===== config.mk =====
export PLATFORM = sky130hd
export DESIGN_NAME = warp_scheduler
export DESIGN_NICKNAME = d
export VERILOG_FILES = /design/src/rtl/warp_scheduler_pkg.sv /design/src/rtl/warp_oldest_picker.sv /design/src/rtl/warp_scheduler.sv
export SDC_FILE = /design/constraint.sdc
export NUM_CORES = 1
export LEC_CHECK = 0
export CORE_MARGIN = 2
export CORE_UTILIZATION = 49
export CTS_CLUSTER_DIAMETER = 50
export DETAILED_ROUTE_END_ITERATION = 6
export GPL_TIMING_DRIVEN = 0
export PLACE_DENSITY = 0.89
export SKIP_CTS_REPAIR_TIMING = 1
export SYNTH_ARGS = -nofsm -noshare
export SYNTH_HDL_FRONTEND = slang
export SYNTH_HIERARCHICAL = 1
export SYNTH_SLANG_ARGS = --single-unit

===== constraint.sdc =====
create_clock -name clk -period 9 [get_ports clk]
set_clock_uncertainty 0.2 [all_clocks]
set_input_delay 1.8 -clock clk [delete_from_list [all_inputs] [get_ports clk]]
set_output_delay 1.8 -clock clk [all_outputs]
set_load 0.02 [all_outputs]

===== src/rtl/warp_scheduler_pkg.sv =====
// Shared core-level constants and scheduler types for the SIMT core.
package warp_scheduler_pkg;

    localparam int unsigned WARPS_PER_CORE   = 4;
    localparam int unsigned WARP_ID_WIDTH    = 2;
    localparam int unsigned SCHED_AGE_WIDTH  = 8;
    localparam int unsigned SCHED_MAX_GREEDY = 16;

    typedef enum logic {
        SCHED_IDLE,
        SCHED_HOLD
    } sched_state_t;

endpackage


===== src/rtl/warp_oldest_picker.sv =====
// Combinational oldest-warp selector: the largest age among candidates wins, and ties
// go to the lowest warp id. Warps set in i_exclude are never chosen.
module warp_oldest_picker #(
    parameter int unsigned NUM_WARPS = 4,
    parameter int unsigned AGE_WIDTH = 8,
    parameter int unsigned ID_WIDTH  = 2
) (
    input  logic [NUM_WARPS-1:0]           i_elig,
    input  logic [NUM_WARPS-1:0]           i_exclude,
    input  logic [NUM_WARPS*AGE_WIDTH-1:0] i_age,
    output logic                           o_found,
    output logic [ID_WIDTH-1:0]            o_id
);

    logic [AGE_WIDTH-1:0] w_best_age;

    // Linear scan from id 0; strict '>' keeps the lowest id on equal ages
    always_comb begin
        o_found    = 1'b0;
        o_id       = '0;
        w_best_age = '0;
        for (int i = 0; i < NUM_WARPS; i++) begin
            if (i_elig[i] && !i_exclude[i]) begin
                if (!o_found || (i_age[i*AGE_WIDTH +: AGE_WIDTH] > w_best_age)) begin
                    o_found    = 1'b1;
                    o_id       = ID_WIDTH'(i);
                    w_best_age = i_age[i*AGE_WIDTH +: AGE_WIDTH];
                end
            end
        end
    end

endmodule


===== src/rtl/warp_scheduler.sv =====
// Greedy-then-oldest issue scheduler for one SIMT core.
// Keeps issuing the last warp while it stays eligible (up to MAX_GREEDY in a row), otherwise
// picks the oldest eligible warp. The pick is held on a valid/ready handshake toward decode,
// and every accepted issue pulses the context store's age-update port.
// Optional: define WARP_SCHED_STATS_EN to add issue/stall/idle statistics counters.
module warp_scheduler
    import warp_scheduler_pkg::*;
#(
    parameter int unsigned NUM_WARPS  = WARPS_PER_CORE,
    parameter int unsigned AGE_WIDTH  = SCHED_AGE_WIDTH,
    parameter int unsigned MAX_GREEDY = SCHED_MAX_GREEDY
) (
    input  logic                           clk,
    input  logic                           rst_n,
    input  logic [NUM_WARPS-1:0]           i_warp_valid,
    input  logic [NUM_WARPS-1:0]           i_warp_ready,
    input  logic [NUM_WARPS-1:0]           i_sb_ok,
    input  logic [NUM_WARPS*AGE_WIDTH-1:0] i_warp_age,
    input  logic                           i_flush,
    output logic                           o_issue_valid,
    output logic [WARP_ID_WIDTH-1:0]       o_issue_warp_id,
    input  logic                           i_issue_ready,
    output logic                           o_sched_issued,
    output logic [WARP_ID_WIDTH-1:0]       o_sched_issued_id
`ifdef WARP_SCHED_STATS_EN
    ,
    output logic [31:0]                    o_stat_issue_cnt,
    output logic [31:0]                    o_stat_stall_cnt,
    output logic [31:0]                    o_stat_idle_cnt
`endif
);

    localparam int unsigned CNT_WIDTH = $clog2(MAX_GREEDY + 1);
    localparam logic [CNT_WIDTH-1:0] CNT_MAX = CNT_WIDTH'(MAX_GREEDY);
    localparam logic [CNT_WIDTH-1:0] CNT_ONE = CNT_WIDTH'(1);

    sched_state_t              r_state;
    logic                      r_issue_valid;
    logic [WARP_ID_WIDTH-1:0]  r_issue_warp_id;
    logic                      r_fallback;
    logic                      r_sched_issued;
    logic [WARP_ID_WIDTH-1:0]  r_sched_issued_id;
    logic [WARP_ID_WIDTH-1:0]  r_greedy_id;
    logic [CNT_WIDTH-1:0]      r_greedy_cnt;
    logic                      r_greedy_has;

    logic [NUM_WARPS-1:0]      w_elig;
    logic                      w_any_elig;
    logic                      w_handshake;
    logic [WARP_ID_WIDTH-1:0]  w_gid_eff;
    logic [CNT_WIDTH-1:0]      w_gcnt_eff;
    logic                      w_ghas_eff;
    logic                      w_greedy_ok;
    logic                      w_forced;
    logic [NUM_WARPS-1:0]      w_excl;
    logic                      w_old_found;
    logic [WARP_ID_WIDTH-1:0]  w_old_id;
    logic [WARP_ID_WIDTH-1:0]  w_pick_id;
    logic                      w_pick_fallback;

    assign w_elig      = i_warp_valid & i_warp_ready & i_sb_ok;
    assign w_any_elig  = |w_elig;
    assign w_handshake = r_issue_valid & i_issue_ready;

    // Greedy state as it will be after this edge, so a back-to-back pick sees the issue
    // that is being accepted right now
    always_comb begin
        w_gid_eff  = r_greedy_id;
        w_gcnt_eff = r_greedy_cnt;
        w_ghas_eff = r_greedy_has;
        if (w_handshake) begin
            w_ghas_eff = 1'b1;
            w_gid_eff  = r_issue_warp_id;
            if (r_fallback) begin
                w_gcnt_eff = CNT_ONE;
            end else if (r_greedy_has && (r_issue_warp_id == r_greedy_id)) begin
                w_gcnt_eff = (r_greedy_cnt == CNT_MAX) ? CNT_MAX : r_greedy_cnt + CNT_ONE;
            end else begin
                w_gcnt_eff = CNT_ONE;
            end
        end
    end

    assign w_greedy_ok = w_ghas_eff && w_elig[w_gid_eff] && (w_gcnt_eff < CNT_MAX);
    assign w_forced    = w_ghas_eff && (w_gcnt_eff == CNT_MAX);

    // Exclude the greedy warp from the oldest search once its run is exhausted
    always_comb begin
        w_excl = '0;
        for (int i = 0; i < NUM_WARPS; i++) begin
            w_excl[i] = w_forced && (w_gid_eff == WARP_ID_WIDTH'(i));
        end
    end

    warp_oldest_picker #(
        .NUM_WARPS (NUM_WARPS),
        .AGE_WIDTH (AGE_WIDTH),
        .ID_WIDTH  (WARP_ID_WIDTH)
    ) u_oldest_picker (
        .i_elig    (w_elig),
        .i_exclude (w_excl),
        .i_age     (i_warp_age),
        .o_found   (w_old_found),
        .o_id      (w_old_id)
    );

    // Final pick: greedy, else oldest, else the forced-out greedy warp if it is alone
    always_comb begin
        w_pick_id       = w_old_id;
        w_pick_fallback = 1'b0;
        if (w_greedy_ok) begin
            w_pick_id = w_gid_eff;
        end else if (!w_old_found && w_forced && w_elig[w_gid_eff]) begin
            w_pick_id       = w_gid_eff;
            w_pick_fallback = 1'b1;
        end
    end

    // Issue FSM with registered handshake outputs and greedy bookkeeping
    always_ff @(posedge clk or negedge rst_n) begin
        if (!rst_n) begin
            r_state           <= SCHED_IDLE;
            r_issue_valid     <= 1'b0;
            r_issue_warp_id   <= '0;
            r_fallback        <= 1'b0;
            r_sched_issued    <= 1'b0;
            r_sched_issued_id <= '0;
            r_greedy_id       <= '0;
            r_greedy_cnt      <= '0;
            r_greedy_has      <= 1'b0;
        end else begin
            // The accepted issue is reported even when a flush lands on the same edge
            r_sched_issued <= w_handshake;
            if (w_handshake) begin
                r_sched_issued_id <= r_issue_warp_id;
            end
            if (i_flush) begin
                r_state       <= SCHED_IDLE;
                r_issue_valid <= 1'b0;
                r_fallback    <= 1'b0;
                r_greedy_cnt  <= '0;
                r_greedy_has  <= 1'b0;
            end else begin
                if (w_handshake) begin
                    r_greedy_id  <= w_gid_eff;
                    r_greedy_cnt <= w_gcnt_eff;
                    r_greedy_has <= 1'b1;
                end
                case (r_state)
                    SCHED_IDLE: begin
                        if (w_any_elig) begin
                            r_state         <= SCHED_HOLD;
                            r_issue_valid   <= 1'b1;
                            r_issue_warp_id <= w_pick_id;
                            r_fallback      <= w_pick_fallback;
                        end
                    end
                    SCHED_HOLD: begin
                        if (w_handshake) begin
                            if (w_any_elig) begin
                                r_issue_warp_id <= w_pick_id;
                                r_fallback      <= w_pick_fallback;
                            end else begin
                                r_state       <= SCHED_IDLE;
                                r_issue_valid <= 1'b0;
                                r_fallback    <= 1'b0;
                            end
                        end
                    end
                    default: begin
                        r_state       <= SCHED_IDLE;
                        r_issue_valid <= 1'b0;
                    end
                endcase
            end
        end
    end

    assign o_issue_valid     = r_issue_valid;
    assign o_issue_warp_id   = r_issue_warp_id;
    assign o_sched_issued    = r_sched_issued;
    assign o_sched_issued_id = r_sched_issued_id;

`ifdef WARP_SCHED_STATS_EN
    logic [31:0] r_stat_issue_cnt;
    logic [31:0] r_stat_stall_cnt;
    logic [31:0] r_stat_idle_cnt;

    // Free-running wrap-around statistics, cleared by flush
    always_ff @(posedge clk or negedge rst_n) begin
        if (!rst_n) begin
            r_stat_issue_cnt <= '0;
            r_stat_stall_cnt <= '0;
            r_stat_idle_cnt  <= '0;
        end else if (i_flush) begin
            r_stat_issue_cnt <= '0;
            r_stat_stall_cnt <= '0;
            r_stat_idle_cnt  <= '0;
        end else begin
            if (w_handshake) begin
                r_stat_issue_cnt <= r_stat_issue_cnt + 32'd1;
            end
            if (r_issue_valid && !i_issue_ready) begin
                r_stat_stall_cnt <= r_stat_stall_cnt + 32'd1;
            end
            if ((r_state == SCHED_IDLE) && !w_any_elig) begin
                r_stat_idle_cnt <= r_stat_idle_cnt + 32'd1;
            end
        end
    end

    assign o_stat_issue_cnt = r_stat_issue_cnt;
    assign o_stat_stall_cnt = r_stat_stall_cnt;
    assign o_stat_idle_cnt  = r_stat_idle_cnt;
`endif

endmodule


## Word level (Yosys, flattened, before mapping)

Index checks and enable logic that the tools add are counted.

| storage, ports and cells | value |
|---|---|
| flip-flop bits (word level) | 16 |
| latch bits | 0 |
| memory bits (writable) | 0 |
| memory bits (read-only) | 0 |
| input bits | 48 |
| output and inout bits | 6 |
| word-level logic and storage cells | 112 |
| memories kept | 0 |

| cells by class | value |
|---|---|
| $add $sub $neg | 1 |
| $mul | 0 |
| divide/modulo/power cells | 0 |
| $lt $le $gt $ge | 5 |
| equality and inequality tests | 10 |
| shift-type cells | 0 |
| muxes and demuxes | 50 |
| bitwise operators | 5 |
| reduce and logical (&&, ||, !) cells | 32 |

Operator list:

| kind | count |
|---|---|
| two-way mux 8 bit | 5 |
| two-way mux 5 bit | 6 |
| greater-than comparator 8 bit | 3 |
| two-way mux 1 bit | 24 |
| two-way mux 2 bit | 10 |
| logical AND 1 bit | 14 |
| equality test 5 bit, second input constant | 2 |
| AND 4 bit | 2 |
| logical NOT 1 bit | 8 |
| != test 3 bit, second input constant | 2 |
| case mux 1 bit (2 select lines) | 3 |
| AND reduction 2 bit | 3 |
| adder 5 x 1 -> 5 bit, second input constant | 1 |
| < comparator 5 bit, second input constant | 1 |
| equality test 2 bit, second input constant | 2 |
| case mux 2 bit (2 select lines) | 1 |
| OR reduction 4 bit | 1 |
| logical OR 1 bit | 3 |
| < comparator 2 x 3 -> 1 bit, second input constant | 1 |
| != test 3 x 2 -> 1 bit, second input constant | 1 |
| AND reduction 3 bit | 1 |
| binary-select mux 1 bit (select 2 bit) | 1 |
| equality test 2 x 1 -> 1 bit, second input constant | 1 |
| equality test 2 bit | 1 |
| 5 further kinds | 6 |

## Depth between registers and ports, before layout

| logic depth | value |
|---|---|
| word-level depth | 32 |
| gate-level depth with buffers | 37 |
| mapped depth without buffers | 34 |

## By module

Netlist, hierarchy kept.

Modules (own cells, without submodules):

| module | times used | cells an instance | area an instance (µm²) | sequential area each (µm²) |
|---|---|---|---|---|
| warp_scheduler | 1 | 117 | 1071.0 | 400.4 |
| warp_oldest_picker | 1 | 120 | 929.6 | 0.0 |

## Worst setup path after synthesis

No wires, ideal clock.

| timing | value |
|---|---|
| kind | input-to-reg |
| start point | input port i_issue_ready |
| end point | register r_issue_warp_id[0] (netlist: o_issue_warp_id[0]) |
| library setup time | 127 ps |
| arrival time | 7121 ps |
| data required time | 8673 ps |
| path slack | 1552 ps |
| cell stages on the path | 35 |
| buffers on the path | 3 |
| cell sequence | nand2_2 -> inv_1 -> a211o_2 -> o211ai_1 -> and4b_1 -> buf_4 -> nand2_1 -> nor2_1 -> nor2b_4 -> buf_6 -> nand2_1 -> ha_1 -> nor2b_1 -> o211ai_2 -> a21oi_2 -> o311a_2 -> o22a_2 -> ha_1 -> nor2b_1 -> o211ai_1 -> a21oi_1 -> nor3_1 -> or3_1 -> buf_2 -> mux2_2 -> ha_1 -> nor2b_1 -> o21a_1 -> o21ai_0 -> a21oi_1 -> o21ai_0 -> o21ai_0 -> inv_1 -> a2111o_1 -> nand3_1 |

| on the way | value |
|---|---|
| elaborated cells between the ends (all ways) | 64 |
| those cells by class | order compare (4); eq/ne (5); mux (28); bitwise (1); reduce/logical (26) |

RTL lines:

| what | RTL line | text |
|---|---|---|
| start: declaration | warp_scheduler.sv:22 | `input logic i_issue_ready,` |
| AND 1 bit (*) | warp_scheduler.sv:63 | `assign w_handshake = r_issue_valid & i_issue_ready;` |
| via w_handshake | warp_scheduler.sv:49 | `logic w_handshake;` |
| two-way mux 5 bit | warp_scheduler.sv:71 | `if (w_handshake) begin` |
| equality test 5 bit | warp_scheduler.sv:85 | `assign w_forced = w_ghas_eff && (w_gcnt_eff == CNT_MAX);` |
| logical AND 1 bit | warp_scheduler.sv:85 |  |
| logical AND 1 bit (*) | warp_scheduler.sv:91 | `w_excl[i] = w_forced && (w_gid_eff == WARP_ID_WIDTH'(i));` |
| via w_excl[0] | warp_scheduler.sv:55 | `logic [NUM_WARPS-1:0] w_excl;` |
| logical NOT 1 bit (*) | warp_oldest_picker.sv:23 | `if (i_elig[i] && !i_exclude[i]) begin` |
| [... 12 more ...] | -- |  |
| two-way mux 2 bit | warp_oldest_picker.sv:24 | `if (!o_found \|\| (i_age[i*AGE_WIDTH +: AGE_WIDTH] > w_best_age)) begin` |
| two-way mux 2 bit (*) | warp_oldest_picker.sv:23 |  |
| via w_old_id[0] | warp_scheduler.sv:57 | `logic [WARP_ID_WIDTH-1:0] w_old_id;` |
| two-way mux 2 bit (*) | warp_scheduler.sv:113 | `end else if (!w_old_found && w_forced && w_elig[w_gid_eff]) begin` |
| two-way mux 2 bit (*) | warp_scheduler.sv:111 | `if (w_greedy_ok) begin` |
| two-way mux 2 bit (*) | warp_scheduler.sv:151, warp_scheduler.sv:160 |  |
| two-way mux 2 bit | warp_scheduler.sv:159 | `if (w_handshake) begin` |
| case mux 2 bit (2 select lines) (*) | warp_scheduler.sv:149 | `case (r_state)` |
| end signal: assignment | warp_scheduler.sv:154 | `r_issue_warp_id <= w_pick_id;` |
| end signal: assignment | warp_scheduler.sv:161 | `r_issue_warp_id <= w_pick_id;` |
| end: declaration | warp_scheduler.sv:39 | `logic [WARP_ID_WIDTH-1:0] r_issue_warp_id;` |

The timed path passes the listed nets; every way through them passes the cells marked *. The select of a mux whose other input is x is not followed.
A chain may end at the register's enable or synchronous reset.

## Worst setup path in the final report

Same ends and word-level chain as after synthesis.

==> run summary <==
Initial antenna violation count = 0
First-pass GRT wire length = 8.68 mm
Clock-pin slew of the registers on the worst-case setup and hold paths = 60 ps
Slew at the pin with the worst max-slew slack = 734 ps
Register area share after synthesis = 20.0%
Max-Cap Viols = 0
Avg Cell Area, Syn = 8.44 µm²
Drt pass-1 iters = 4
Tmin final = 8540 ps
Number of buffers and inverters on the critical path = 6
Final hold violations = 0
CP Launch Type = input port
Detailed Place HPWL = 4.15 mm
Die Span X = 67.9 µm
Peak supply drop = 0.0509 mV
Final setup margin = 458 ps
Final ANT Viol Nets = 0
Area leader, netlist = dfrtp_1
Crit path DAT = 8480 ps
Largest net degree at the start of global routing = 17
Mapped Area = 2000 µm²
Fmax = 117 MHz
Main area contributors after synthesis = dfrtp_1 20%, ha_1 16%, inv_1 4.7%, nand2_1 4.3%, mux2_2 3.9%
Critical path required time = 8930 ps
Clk sinks = 16
Leak = 1.18 nW
Primary FF master, synth = dfrtp_1
RSZ-0062 raised after global routing = no
Via-to-Cell Ratio = 5.76
Top cell family by delay on the critical path = compound AO/OA/AOI/OAI gates
Syn_nets = 311
Post-route cell area = 2650 µm²
Worst rel slew slack = 50.6%
Met2 Usage GRT = 43.9%
Final core occ = 66.7%
Status = complete, no violations
Critical path class = in2reg
Ant. Diodes = 0
Cell area after placement = 2590 µm²
Number of flops mapped to enable cells by yosys = 0
CP max-delay cell = clkdlybuf4s50_1
Global routing usage on met3 = 3.29%
Asr flop ratio synth = 100%
Yosys cell types = 58
CTS Buf Count = 3
# port buffers = 53
Final-report setup violation count = 0
Fin Setup TNS = 0 ps
Met1 usage = 29.8%
Area growth syn-to-layout = 32.4%
Layout cells sized above 1 = 15.3%
Initial DRC count = 103
Critical Path Fanout Max = 10
Worst path max stage delay = 520 ps
Synth warn = 6
CP endpoint kind = flop
#FFs+latches synth = 16
Initial Util = 50.4%
CTS max path bufs = 2
Gate Count Post-Synth = 237
GRT Residual Overflow = 0
Routed wire length = 4.93 mm
Top cell type's share of synthesized area = 20.0%
Fin crit share = 94.9%
Clk Latency, worst-skew pair = 260 ps
Global routing's busiest layer = met2
H-tree levels = 1
CTS tree = yes
Final nets = 369
Gp weighted congestion = 0.857
Residual DRC = 0
Std cell rows = 23
Die footprint = 4610 µm²
Vias = 1983
Total core area = 3970 µm²
# IOs = 54
Total GRT Usage = 24.4%
Final Max Slew Viols = 0
Post-synth top cells = 26 x ha_1, 25 x inv_1, 23 x nand2_1
Cell with the most instances after synthesis = ha_1
Via count of the first global-routing pass = 2043
Pre-CTS WS = 158 ps
Die H = 67.9 µm
Clock root cell = clkbuf_8
Hold crit path type = reg2reg
DR WL/cell = 14.3 µm
Power Total = 0.286 mW
Power per cell area = 108 nW/µm²
cell type report:
| cell class | count | area (µm²) |
|---|---|---|
| Fill cell | 320 | 1320 |
| Inverter | 25 | 93.8 |
| Sequential cell | 16 | 400 |
| Buffer | 6 | 42.5 |
| Multi-Input combinational cell | 190 | 1460 |
| Clock buffer | 4 | 55.1 |
| Timing Repair Buffer | 53 | 531 |
| Tap cell | 50 | 62.6 |
final timing paths:
path | startpoint | endpoint | slack (ps) | cells past startpoint
worst max-delay path | i_issue_ready | o_issue_warp_id[0] | 460 | 36
worst min-delay path | o_sched_issued_id[0] | o_sched_issued_id[0] | 290 | 1
worst max register to register | r_greedy_cnt[0] | o_issue_warp_id[0] | 1870 | 36
worst min register to register | o_sched_issued_id[0] | o_sched_issued_id[0] | 290 | 1
max in group asynchronous | rst_n | o_issue_valid | 6360 | 1
min in group asynchronous | rst_n | r_greedy_cnt[3] | 1780 | 1
cells by family (layout without fill, tap and decap cells):
family          count (synthesis)  in the layout  synth area share, %
simple gates                   95             95                 26.0
fa+ha+maj                      26             26                 16.3
xor+xnor                        2              2                 1.63
flops                          16             16                 20.0
buf+inv                        31             88                 6.82
mux                            11             11                 6.69
compound gates                 56             56                 22.6
state kept, by name, indices dropped and copies added (netlist names):
signal,count
o_issue_warp_id,2
o_sched_issued,1
r_greedy_has,1
r_greedy_id,2
o_issue_valid,1
r_greedy_cnt,5
o_sched_issued_id,2
r_fallback,1
r_state,1
worst register-to-register path: cells and delay by family, from the launching register on:
kind,cells,cell delay [ps]
AND/OR/NAND/NOR,13,1920
adder cells (fa/ha/maj),4,930
buffers and inverters,5,700
multiplexers,1,370
AO/OA/AOI/OAI,13,2460
flip-flops,1,390
cell usage in the layout (no fill, tap or decap), types with 8 or more instances in the layout:
master | synthesis | routed
a21oi_1 | 13 | 13
and3_1 | 8 | 8
ha_1 | 26 | 26
clkdlybuf4s50_1 | 0 | 53
dfrtp_1 | 16 | 16
nor2_1 | 16 | 16
nand2_1 | 23 | 23
inv_1 | 25 | 25
nand3_1 | 11 | 11
stage by stage:
stage / std cells / hold slack, ps
3_3_place_gp: 340 / 258
4_1_cts: 344 / 289
2_1_floorplan: 237 / 308
3_5_place_dp: 340 / 275
5_1_grt: 344 / 309
6_report: 344 / 285
power by group:
group	leakage (nW)	total, mW	switching, mW	internal [mW]
combinational	0.931	0.129	0.0640	0.0651
sequential	0.216	0.0920	0.0111	0.0808
clock	0.0288	0.0653	0.0264	0.0389
metal layers:
layer,vias up,routed length (µm)
li1,983,-
met1,925,2140
met2,64,2430
met3,11,251
met4,0,114
met5,-,0
(Power assumes the default switching activity.)
